==> src/rtl/bus_drive_sequencer.sv <==
// Control stage for an octal inverting tri-state bus driver: accepts a byte,
// waits for grant, inserts a turnaround gap, then drives A pins and both OE_n pins.
module bus_drive_sequencer #(
  parameter int WIDTH       = 8,
  parameter int TURN_CYCLES = 1,
  parameter int HOLD_CYCLES = 2
) (
  input  logic             clk,
  input  logic             rst,
  input  logic             req_valid,
  output logic             req_ready,
  input  logic [WIDTH-1:0] req_data,
  input  logic             bus_grant,
  input  logic             abort,
  output logic [WIDTH-1:0] a_out,
  output logic             oe1_n,
  output logic             oe2_n,
  output logic             busy,
  output logic             done,
  output logic             lost_grant
);

  typedef enum logic [2:0] {
    S_IDLE     = 3'd0,
    S_WAIT_GNT = 3'd1,
    S_TURN     = 3'd2,
    S_DRIVE    = 3'd3,
    S_RELEASE  = 3'd4
  } state_t;

  localparam logic       NO_TURN   = (TURN_CYCLES == 0);
  localparam logic [3:0] TURN_INIT = (TURN_CYCLES > 0) ? 4'(TURN_CYCLES - 1) : 4'd0;
  localparam logic [3:0] HOLD_INIT = (HOLD_CYCLES > 0) ? 4'(HOLD_CYCLES - 1) : 4'd0;

  state_t           r_state;
  logic [3:0]       r_cnt;
  logic [WIDTH-1:0] r_a_out;
  logic             r_oe_n;
  logic             r_busy;
  logic             r_done;
  logic             r_lost;

  // Transfer FSM; every output except req_ready is set on the same edge as the state.
  always_ff @(posedge clk) begin
    if (rst) begin
      r_state <= S_IDLE;
      r_cnt   <= 4'd0;
      r_a_out <= {WIDTH{1'b1}};
      r_oe_n  <= 1'b1;
      r_busy  <= 1'b0;
      r_done  <= 1'b0;
      r_lost  <= 1'b0;
    end else begin
      r_done <= 1'b0;
      r_lost <= 1'b0;
      if (abort && (r_state != S_IDLE)) begin
        r_state <= S_IDLE;
        r_cnt   <= 4'd0;
        r_oe_n  <= 1'b1;
        r_busy  <= 1'b0;
      end else begin
        case (r_state)
          S_IDLE: begin
            if (req_valid && req_ready) begin
              r_a_out <= ~req_data;
              r_state <= S_WAIT_GNT;
              r_busy  <= 1'b1;
            end
          end
          S_WAIT_GNT: begin
            if (bus_grant) begin
              if (NO_TURN) begin
                r_state <= S_DRIVE;
                r_cnt   <= HOLD_INIT;
                r_oe_n  <= 1'b0;
              end else begin
                r_state <= S_TURN;
                r_cnt   <= TURN_INIT;
              end
            end
          end
          S_TURN: begin
            // Grant loss before driving just re-arms the wait; nothing was on the bus.
            if (!bus_grant) begin
              r_state <= S_WAIT_GNT;
              r_cnt   <= 4'd0;
            end else if (r_cnt == 4'd0) begin
              r_state <= S_DRIVE;
              r_cnt   <= HOLD_INIT;
              r_oe_n  <= 1'b0;
            end else begin
              r_cnt <= r_cnt - 4'd1;
            end
          end
          S_DRIVE: begin
            if (!bus_grant) begin
              r_state <= S_RELEASE;
              r_cnt   <= 4'd0;
              r_oe_n  <= 1'b1;
              r_lost  <= 1'b1;
            end else if (r_cnt == 4'd0) begin
              r_state <= S_RELEASE;
              r_oe_n  <= 1'b1;
              r_done  <= 1'b1;
            end else begin
              r_cnt <= r_cnt - 4'd1;
            end
          end
          S_RELEASE: begin
            r_state <= S_IDLE;
            r_busy  <= 1'b0;
          end
          default: begin
            r_state <= S_IDLE;
            r_cnt   <= 4'd0;
            r_oe_n  <= 1'b1;
            r_busy  <= 1'b0;
          end
        endcase
      end
    end
  end

  assign req_ready  = (r_state == S_IDLE);
  assign a_out      = r_a_out;
  assign oe1_n      = r_oe_n;
  assign oe2_n      = r_oe_n;
  assign busy       = r_busy;
  assign done       = r_done;
  assign lost_grant = r_lost;

endmodule

==> config.mk <==
export PLATFORM = sky130hd
export DESIGN_NAME = bus_drive_sequencer
export DESIGN_NICKNAME = d
export VERILOG_FILES = /design/src/rtl/bus_drive_sequencer.sv
export SDC_FILE = /design/constraint.sdc
export NUM_CORES = 1
export LEC_CHECK = 0
export CORE_MARGIN = 10
export CORE_UTILIZATION = 48
export CTS_CLUSTER_SIZE = 28
export DETAILED_ROUTE_END_ITERATION = 10
export PLACE_DENSITY = 0.82
export SETUP_SLACK_MARGIN = 0.4
export SLEW_MARGIN = 20
export SYNTH_ARGS = -nofsm -noshare
export SYNTH_HDL_FRONTEND = slang
export SYNTH_SLANG_ARGS = --single-unit
==> constraint.sdc <==
create_clock -name clk -period 4.8 [get_ports clk]
set_input_delay 0.96 -clock clk [delete_from_list [all_inputs] [get_ports clk]]
set_output_delay 0.96 -clock clk [all_outputs]
set_load 0.005 [all_outputs]
==> impl_metrics.tcl, run 1 <==
set metrics [dict create \
    status "finished, final reports clean" \
    reg2reg_depth 6 \
    slew_viol_final 0 \
    r2r_end "r_state[0]$_SDFFE_PP0P_" \
    top_usage_layer "met2" \
    drcViolationCount 0 \
    ir_drop_mv 0.202 \
    cp.required_ns 3.84 \
    placed_cell_area_um2 1130 \
    finalCriticalPeriod_ns 2.72 \
    vias 787 \
    fin_crit_sh 0.567 \
    synthArstFlopShare 0 \
    htreeDepth 1 \
    max_slew.worst_pin.slew_ns 0.403 \
    cp.arrival_ns 1.76 \
    io_pins 27 \
    numCtsBuffers 3 \
    wl_per_cell_um 14.0 \
    final_cells 145 \
    synth_cell_types 36 \
    relSlewSlack 0.728 \
    synthesis.nets 111 \
    holdBufCountCts 0 \
    rr_startpoint "r_cnt[0]$_SDFFE_PP0P_" \
    whs_ns 0.473 \
    layout_commonest_cell "clkdlybuf4s50_1" \
    setup_violations 0 \
    r2r_slack_ns 3.06 \
    fin_area_um2 1160 \
    grt_pass1_wl_um 3460 \
    ys.flop_type "dfxtp_1" \
    grtUsageMet2 0.170 \
    crit_start "r_state[1]$_SDFFE_PP0P_" \
    power_mw 0.336 \
    path_class "reg2out" \
    syn_to_final_growth_pct 31.3 \
    initial_core_util 0.507 \
    cts_resized 0 \
    drt_iter0_drc 22 \
    die_area_um2 3960 \
    power_density_nw_per_um2 289 \
    clock_path_buffers 2 \
    cts.clk_slew.worst_paths_ns 0.12 \
    cts_sinks 19 \
    synth-edff-count 0 \
    maxCapViolCount 0 \
    slowest_stage "clkdlybuf4s50_1" \
    final_hold_viol_count 0 \
    place_ws_ns 2.26 \
    viasPerCell 5.43 \
    seq_area_frac_synth 0.430 \
    crit_buf_inv 2 \
    yosysTopAreaCellShare 0.430 \
    rows 15 \
    worstPathMaxFanout 12 \
    synth_area_leaders "dfxtp_1 43%, a211o_1 7.9%, nor2_1 5.9%, a21oi_1 3.4%, nor4b_1 3.0%" \
    drive_gt1_frac 0.0917 \
    grt_max_degree 18 \
    avgSynthCellArea_um2 9.21 \
    slowest_delay_ns 0.51 \
    gp_congestion 0.790 \
    dpl.hpwl_um 1560 \
    fp.dieW_um 62.9 \
    finalWorstSetupSlack_ns 2.08 \
    mostFrequentLayoutCells "26 x clkdlybuf4s50_1, 19 x dfxtp_1, 14 x nor2_1" \
    seq_area_um2 380 \
    crit_family "buffers and inverters" \
    chipHeight_um 62.9 \
    grt_pass1_vias 820 \
    track_usage 0.103 \
    first_pass_iters 4 \
    cts_root_buf "clkbuf_4" \
    yosysTopAreaCell "dfxtp_1" \
    crit_cells 3 \
    yosysWarnings 0 \
    netlist_area_um2 885 \
    leakagePower_nw 0.436 \
    grt_overflow 0 \
    final_util 0.665 \
    path_cells "or3_4 -> inv_2 -> clkdlybuf4s50_1" \
    antenna_cells 0 \
    finalSetupTns_ns 0 \
    use_met1 0.106 \
    ant_nets 0 \
    use_met3 0.0591 \
    placed_cells 141 \
    finClkSkew_ns 0.00730 \
    ys_ff_latch 19 \
    timing.fmax_ghz 0.367 \
    nets 136 \
    nFillCells 143 \
    wl_um 2040 \
    core_area_um2 1750 \
    post_cts_buffers 0 \
    portBuffers 26 \
    syn_inst 96 \
    multi_input_comb_area_um2 450 \
    cp-endpoint "req_ready" \
    antenna_found_initial 0 \
    end_kind "output pin" \
    hold_class "reg2reg" \
    cts_tree "done" \
    rsz0062_at_grt "no" \
    critPathLaunchType "flip-flop" \
    insertion_delay_ns 0.30 \
]
[synthesized netlist by cell type (2+ instances only)]
cell      instances
a211o_1           8
a21oi_1           6
buf_6             2
clkbuf_1          2
dfxtp_1          19
ha_1              2
inv_1             2
nand2_1           4
nand3b_1          3
nor2_1           14
nor2b_1           2
nor3_1            2
nor4b_1           3
o21ai_0           4
or3_1             2
[worst min-delay path by stage]
| stage | from | to | slack, ns | cells after the start |
|---|---|---|---|---|
| 3_5_place_dp | a_out[6]$_SDFFE_PP1P_ | a_out[6]$_SDFFE_PP1P_ | 0.45 | 1 |
| 5_1_grt | a_out[2]$_SDFFE_PP1P_ | a_out[2]$_SDFFE_PP1P_ | 0.51 | 1 |
| 6_report | r_cnt[1]$_SDFFE_PP0P_ | r_cnt[1]$_SDFFE_PP0P_ | 0.47 | 2 |
| 3_3_place_gp | a_out[1]$_SDFFE_PP1P_ | a_out[1]$_SDFFE_PP1P_ | 0.44 | 1 |
| 2_1_floorplan | r_cnt[1]$_SDFFE_PP0P_ | r_cnt[1]$_SDFFE_PP0P_ | 0.44 | 2 |
| 4_1_cts | r_cnt[1]$_SDFFE_PP0P_ | r_cnt[1]$_SDFFE_PP0P_ | 0.48 | 2 |
[worst min-delay path, cell delays in order (launching register included)]
cell     delay (ns)
dfxtp_1        0.34
nand2_1        0.05
a21oi_1        0.05
[flip-flops by register name, summed over array words and instances (netlist names)]
name	count
r_state	3
r_cnt	4
oe1_n	1
busy	1
lost_grant	1
a_out	8
done	1
[kinds of logic (layout without fill, tap and decap cells)]
kind of cell / count (synthesis) / in the layout / synth area share
compound gates: 26 / 26 / 0.214
fa+ha+maj: 2 / 2 / 0.0283
buf+inv: 9 / 33 / 0.0608
flops: 19 / 19 / 0.430
simple gates: 40 / 40 / 0.267
[power breakdown]
part	total (mW)	leakage (nW)	internal, mW	switching, mW
clock network	0.0831	0.0177	0.0310	0.0521
logic	0.0745	0.263	0.0442	0.0304
registers	0.178	0.156	0.169	0.00931
total	0.336	0.436	0.244	0.0918
[area by class of cell]
class	instances	area share
clock buffers	3	0.0194
clock inverters	1	0.00431
inverters	3	0.00970
multi-input cells	68	0.388
flip-flops and latches	19	0.328
well taps	25	0.0269
repair buffers	26	0.224
[metal layers]
metal / part of all wire / vias up
met1: 0.41 / 368
met3: 0.12 / 2
li1: - / 389
met5: 0 / -
met2: 0.47 / 28
met4: 0.0093 / 0
No activity file was read; power rests on OpenSTA's default activity.
==> run 2: changes to the inputs <==
--- a/config.mk
+++ b/config.mk
@@ -6,10 +6,10 @@
 export NUM_CORES = 1
 export LEC_CHECK = 0
 export CORE_MARGIN = 10
-export CORE_UTILIZATION = 48
+export CORE_UTILIZATION = 40
 export CTS_CLUSTER_SIZE = 28
 export DETAILED_ROUTE_END_ITERATION = 10
-export PLACE_DENSITY = 0.82
+export PLACE_DENSITY = 0.73
 export SETUP_SLACK_MARGIN = 0.4
 export SLEW_MARGIN = 20
 export SYNTH_ARGS = -nofsm -noshare
==> constraint.sdc (replaced) <==
create_clock -name clk -period 2.3 [get_ports clk]
set_input_delay 0.46 -clock clk [delete_from_list [all_inputs] [get_ports clk]]
set_output_delay 0.46 -clock clk [all_outputs]
set_load 0.005 [all_outputs]
==> impl_metrics.tcl, run 2 (synthesis results as in run 1) <==
set metrics [dict create \
    fp.dieW_um 67.0 \
    power_density_nw_per_um2 591 \
    mostFrequentLayoutCells "25 x clkdlybuf4s50_1, 17 x dfxtp_1, 14 x nor2_1" \
    cp.arrival_ns 1.36 \
    relSlewSlack 0.733 \
    holdBufCountCts 0 \
    r2r_end "oe1_n$_SDFFE_PP1P_" \
    swShare 0.272 \
    die_area_um2 4490 \
    insertion_delay_ns 0.30 \
    cts_sinks 19 \
    cts.clk_slew.worst_paths_ns 0.11 \
    viasPerCell 5.33 \
    io_pins 27 \
    highest_layer "met4" \
    p_seq_frac 0.517 \
    final_hold_viol_count 0 \
    power.share.combinational 0.239 \
    clkPwrFrac 0.245 \
    cts_root_buf "clkbuf_4" \
    chipHeight_um 67.0 \
    critPathLaunchType "flip-flop" \
    cp.required_ns 1.84 \
    rows 16 \
    leakagePower_nw 0.454 \
    p_sw_mw 0.192 \
    finalCriticalPeriod_ns 1.82 \
    nFillCells 188 \
    drcViolationCount 0 \
    wl_met1_um 874 \
    end_kind "output pin" \
    ant_nets 0 \
    fin_area_um2 1190 \
    core_area_um2 2020 \
    timing.fmax_ghz 0.549 \
    hold_class "reg2reg" \
    antenna_cells 0 \
    min_to "a_out[7]$_SDFFE_PP1P_" \
    grt_pass1_vias 799 \
    worstPathMaxFanout 3 \
    drt_iter0_drc 15 \
    cts_tree "done" \
    vias 799 \
    slew_viol_final 0 \
    track_usage 0.0991 \
    htreeDepth 1 \
    final_util 0.591 \
    syn_to_final_growth_pct 35.1 \
    first_pass_iters 4 \
    grt_overflow 0 \
    fin_crit_sh 0.793 \
    rsz0062_at_grt "yes" \
    clock_path_buffers 2 \
    grt_max_degree 18 \
    min_path_cells 1 \
    dpl.hpwl_um 1640 \
    initial_core_util 0.437 \
    status "finished, final reports clean" \
    rr_startpoint "r_cnt[0]$_SDFFE_PP0P_" \
    wl_um 2150 \
    ir_drop_mv 0.393 \
    drive_gt1_frac 0.138 \
    p_int_mw 0.514 \
    finalSetupTns_ns 0 \
    reg2reg_depth 6 \
    maxCapViolCount 0 \
    antenna_found_initial 0 \
    gp_congestion 0.821 \
    grt_pass1_wl_um 3470 \
    wl_per_cell_um 14.3 \
    setup_violations 0 \
    nets 139 \
    path_class "reg2out" \
    hp-start "a_out[7]$_SDFFE_PP1P_" \
    placed_cell_area_um2 1150 \
    portBuffers 26 \
    r2r_slack_ns 0.59 \
    largest_reg_flops 8 \
    met3_length_um 188 \
    wl_met2_um 1040 \
    numCtsBuffers 3 \
    layout_commonest_cell "clkdlybuf4s50_1" \
    finClkSkew_ns 0.00744 \
    max_slew.worst_pin.slew_ns 0.394 \
]
## run 2: power by group through the flow
stage	clock [mW]	combinational (mW)	sequential, mW
finish	0.173	0.168	0.365
detailed placement	0	0.162	0.377
floorplan	0	0.0887	0.373
global route	0.191	0.185	0.368
CTS	0.177	0.169	0.365
global placement	0	0.160	0.375
## run 2: final cells by class
cell class,count,area (um^2),share of cell area
well taps,27,33.8,0.0283
flip-flops and latches,19,385,0.323
clock buffers,3,22.5,0.0188
repair buffers,29,283,0.237
clock inverters,1,5.00,0.00419
multi-input cells,68,454,0.380
inverters,3,11.3,0.00942
## run 2: worst max-delay path, cell delays in order, from the launching register on
cell             delay (ns)
dfxtp_4                0.36
or3_4                  0.40
inv_2                  0.09
clkdlybuf4s15_1        0.21
## run 2: worst max-delay path by stage
stage	endpoint	depth (start not counted)	startpoint
final	req_ready	3	r_state[0]$_SDFFE_PP0P_
after global routing	r_cnt[2]$_SDFFE_PP0P_	5	bus_grant
after CTS	req_ready	3	r_state[0]$_SDFFE_PP0P_
after detailed placement	r_cnt[0]$_SDFFE_PP0P_	5	bus_grant
after global placement	r_cnt[0]$_SDFFE_PP0P_	5	bus_grant
after floorplan	r_state[0]$_SDFFE_PP0P_	6	r_cnt[0]$_SDFFE_PP0P_
## run 2: layer usage
layer / up-vias / GRT usage
met5: - / 0
met4: 0 / 0.0641
li1: 397 / -
met2: 19 / 0.152
met1: 376 / 0.104
met3: 7 / 0.0518
## run 2: per-stage QoR
step,total power [mW],setup slack [ns],hold slack (ns),instances
detailed placement,0.539,0.244,0.453,145
CTS,0.711,0.434,0.479,150
global placement,0.535,0.351,0.443,145
floorplan,0.461,0.757,0.438,96
finish,0.706,0.477,0.474,150
global route,0.744,0.393,0.498,150
## run 2: repair_timing
action / in CTS / in global routing
resized for setup: 4 / 2
setup endpoints to repair: 1 / 2
setup buffers: 1 / 0
==> run 3: changes to the inputs <==
==> constraint.sdc (replaced) <==
create_clock -name clk -period 1.5 [get_ports clk]
set_input_delay 0.3 -clock clk [delete_from_list [all_inputs] [get_ports clk]]
set_output_delay 0.3 -clock clk [all_outputs]
set_load 0.005 [all_outputs]
==> impl_metrics.tcl, run 3 (synthesis results as in run 1) <==
set metrics [dict create \
    status "complete, but fails checks" \
    violations "setup timing" \
    fp.dieW_um 67.0 \
    final_cells 173 \
    placed_cells 155 \
    nets 162 \
    drive_gt1_frac 0.555 \
    finClkSkew_ns 0.00318 \
    gp_congestion 0.735 \
    finalWorstSetupSlack_ns -0.00493 \
    fin_area_um2 1500 \
    portBuffers 26 \
    viasPerCell 5.24 \
    chipHeight_um 67.0 \
    cp.arrival_ns 1.74 \
    rows 16 \
    placed_cell_area_um2 1270 \
    rr_startpoint "r_state[1]$_SDFFE_PP0P_" \
    timing.fmax_ghz 0.664 \
    vias 906 \
    io_pins 27 \
    slew_viol_final 0 \
    ant_nets 0 \
    end_kind "flip-flop" \
    mostFrequentLayoutCells "15 x buf_4, 14 x dfxtp_2, 13 x nor2_1" \
    cts_root_buf "clkbuf_4" \
    insertion_delay_ns 0.30 \
    cts_sinks 19 \
    antenna_found_initial 0 \
    relSlewSlack 0.762 \
    grt_max_degree 13 \
    place_ws_ns -0.187 \
    path_class "reg2reg" \
    drcViolationCount 0 \
    grt_overflow 0 \
    final_hold_viol_count 0 \
    track_usage 0.125 \
    numCtsBuffers 3 \
    syn_to_final_growth_pct 69.6 \
    cp.required_ns 1.74 \
    path_cells "or3_4 -> buf_6 -> a21o_4 -> or2_4 -> a21oi_2" \
    rsz0062_at_grt "yes" \
    drt_iter0_drc 26 \
    core_area_um2 2020 \
    initial_core_util 0.437 \
    grt_pass1_wl_um 4370 \
    antenna_cells 0 \
    die_area_um2 4490 \
    dpl.hpwl_um 1780 \
    slowest_stage "or3_4" \
    leakagePower_nw 0.594 \
    fin_crit_sh 1.00 \
    htreeDepth 1 \
    first_pass_iters 4 \
    clock_path_buffers 2 \
    largest_reg_flops 8 \
    power_density_nw_per_um2 806 \
    cts_tree "done" \
    grt_pass1_vias 958 \
    setup_violations 1 \
    crit_start "r_state[1]$_SDFFE_PP0P_" \
    cts.clk_slew.worst_paths_ns 0.12 \
    wl_um 2680 \
    layout_commonest_cell "buf_4" \
    maxCapViolCount 0 \
    finalCriticalPeriod_ns 1.50 \
    critPathLaunchType "flip-flop" \
    wl_per_cell_um 15.5 \
    worstPathMaxFanout 4 \
    max_slew.worst_pin.slew_ns 0.353 \
    hp-start "a_out[2]$_SDFFE_PP1P_" \
    holdBufCountCts 0 \
    hold_class "reg2reg" \
    ir_drop_mv 0.732 \
    slowest_delay_ns 0.41 \
]
run 3: changes by cell type in the layout (fill, tap and decap cells not counted), moves of 3 or more:
cell             before  now
dfxtp_2               1   14
a21oi_2               1    4
buf_2                 0   12
dfxtp_1              17    5
clkdlybuf4s50_1      25   12
a21oi_1               6    2
buf_4                 3   15
buf_6                 0   12
run 3: final cells by class:
type                    instances  area [um^2]
flip-flops and latches         19          398
well taps                      27         33.8
fillers                       139          522
inverters                       3         13.8
clock inverters                 1         7.51
clock buffers                   3         22.5
multi-input cells              69          597
repair buffers                 51          428
run 3: final timing paths:
kind                            cells after the start                      end  slack [ns]
worst max-delay path                                5  r_state[2]$_SDFFE_PP0P_      -0.005
worst min-delay path                                1    a_out[2]$_SDFFE_PP1P_        0.46
worst min register to register                      1    a_out[2]$_SDFFE_PP1P_        0.46
worst max register to register                      5  r_state[2]$_SDFFE_PP0P_      -0.005
run 3: power by group:
group          total (mW)  leakage, nW  internal (mW)  switching [mW]
sequential          0.563        0.155          0.546          0.0171
combinational       0.377        0.425          0.210           0.167
clock               0.269       0.0139          0.101           0.168
total                1.21        0.594          0.857           0.352
run 3: metrics by stage:
| step | setup TNS [ns] | total power [mW] | hold slack [ns] | utilization |
|---|---|---|---|---|
| detailed placement | -0.784 | 0.863 | 0.456 | 0.629 |
| CTS | -0.0917 | 1.19 | 0.468 | 0.705 |
| finish | -0.00493 | 1.21 | 0.464 | 0.742 |
| global route | -0.301 | 1.27 | 0.485 | 0.742 |
| global placement | -0.564 | 0.855 | 0.447 | 0.629 |
| floorplan | 0 | 0.715 | 0.372 | - |
run 3: timing repair:
item / CTS / global route
hold endpoints to repair: 0 / 0
pin swaps: 10 / 9
cloned: 1 / 0
resized for setup: 88 / 10
buffers inserted: 10 / 3
setup endpoints to repair: 33 / 21
run 3: layer usage:
layer / up-vias / part of all wire / global-route usage
met5: - / 0 / 0
met4: 0 / 0.016 / 0.0564
met3: 6 / 0.044 / 0.0351
met2: 16 / 0.53 / 0.224
met1: 438 / 0.41 / 0.131
li1: 446 / - / -
run 3: worst max-delay path: cells and delay by family (launching register included):
kind,cells,cell delay [ns]
buffers and inverters,1,0.14
and+or+nand+nor,2,0.66
AOI/OAI and AO/OA,2,0.32
DFF,1,0.34
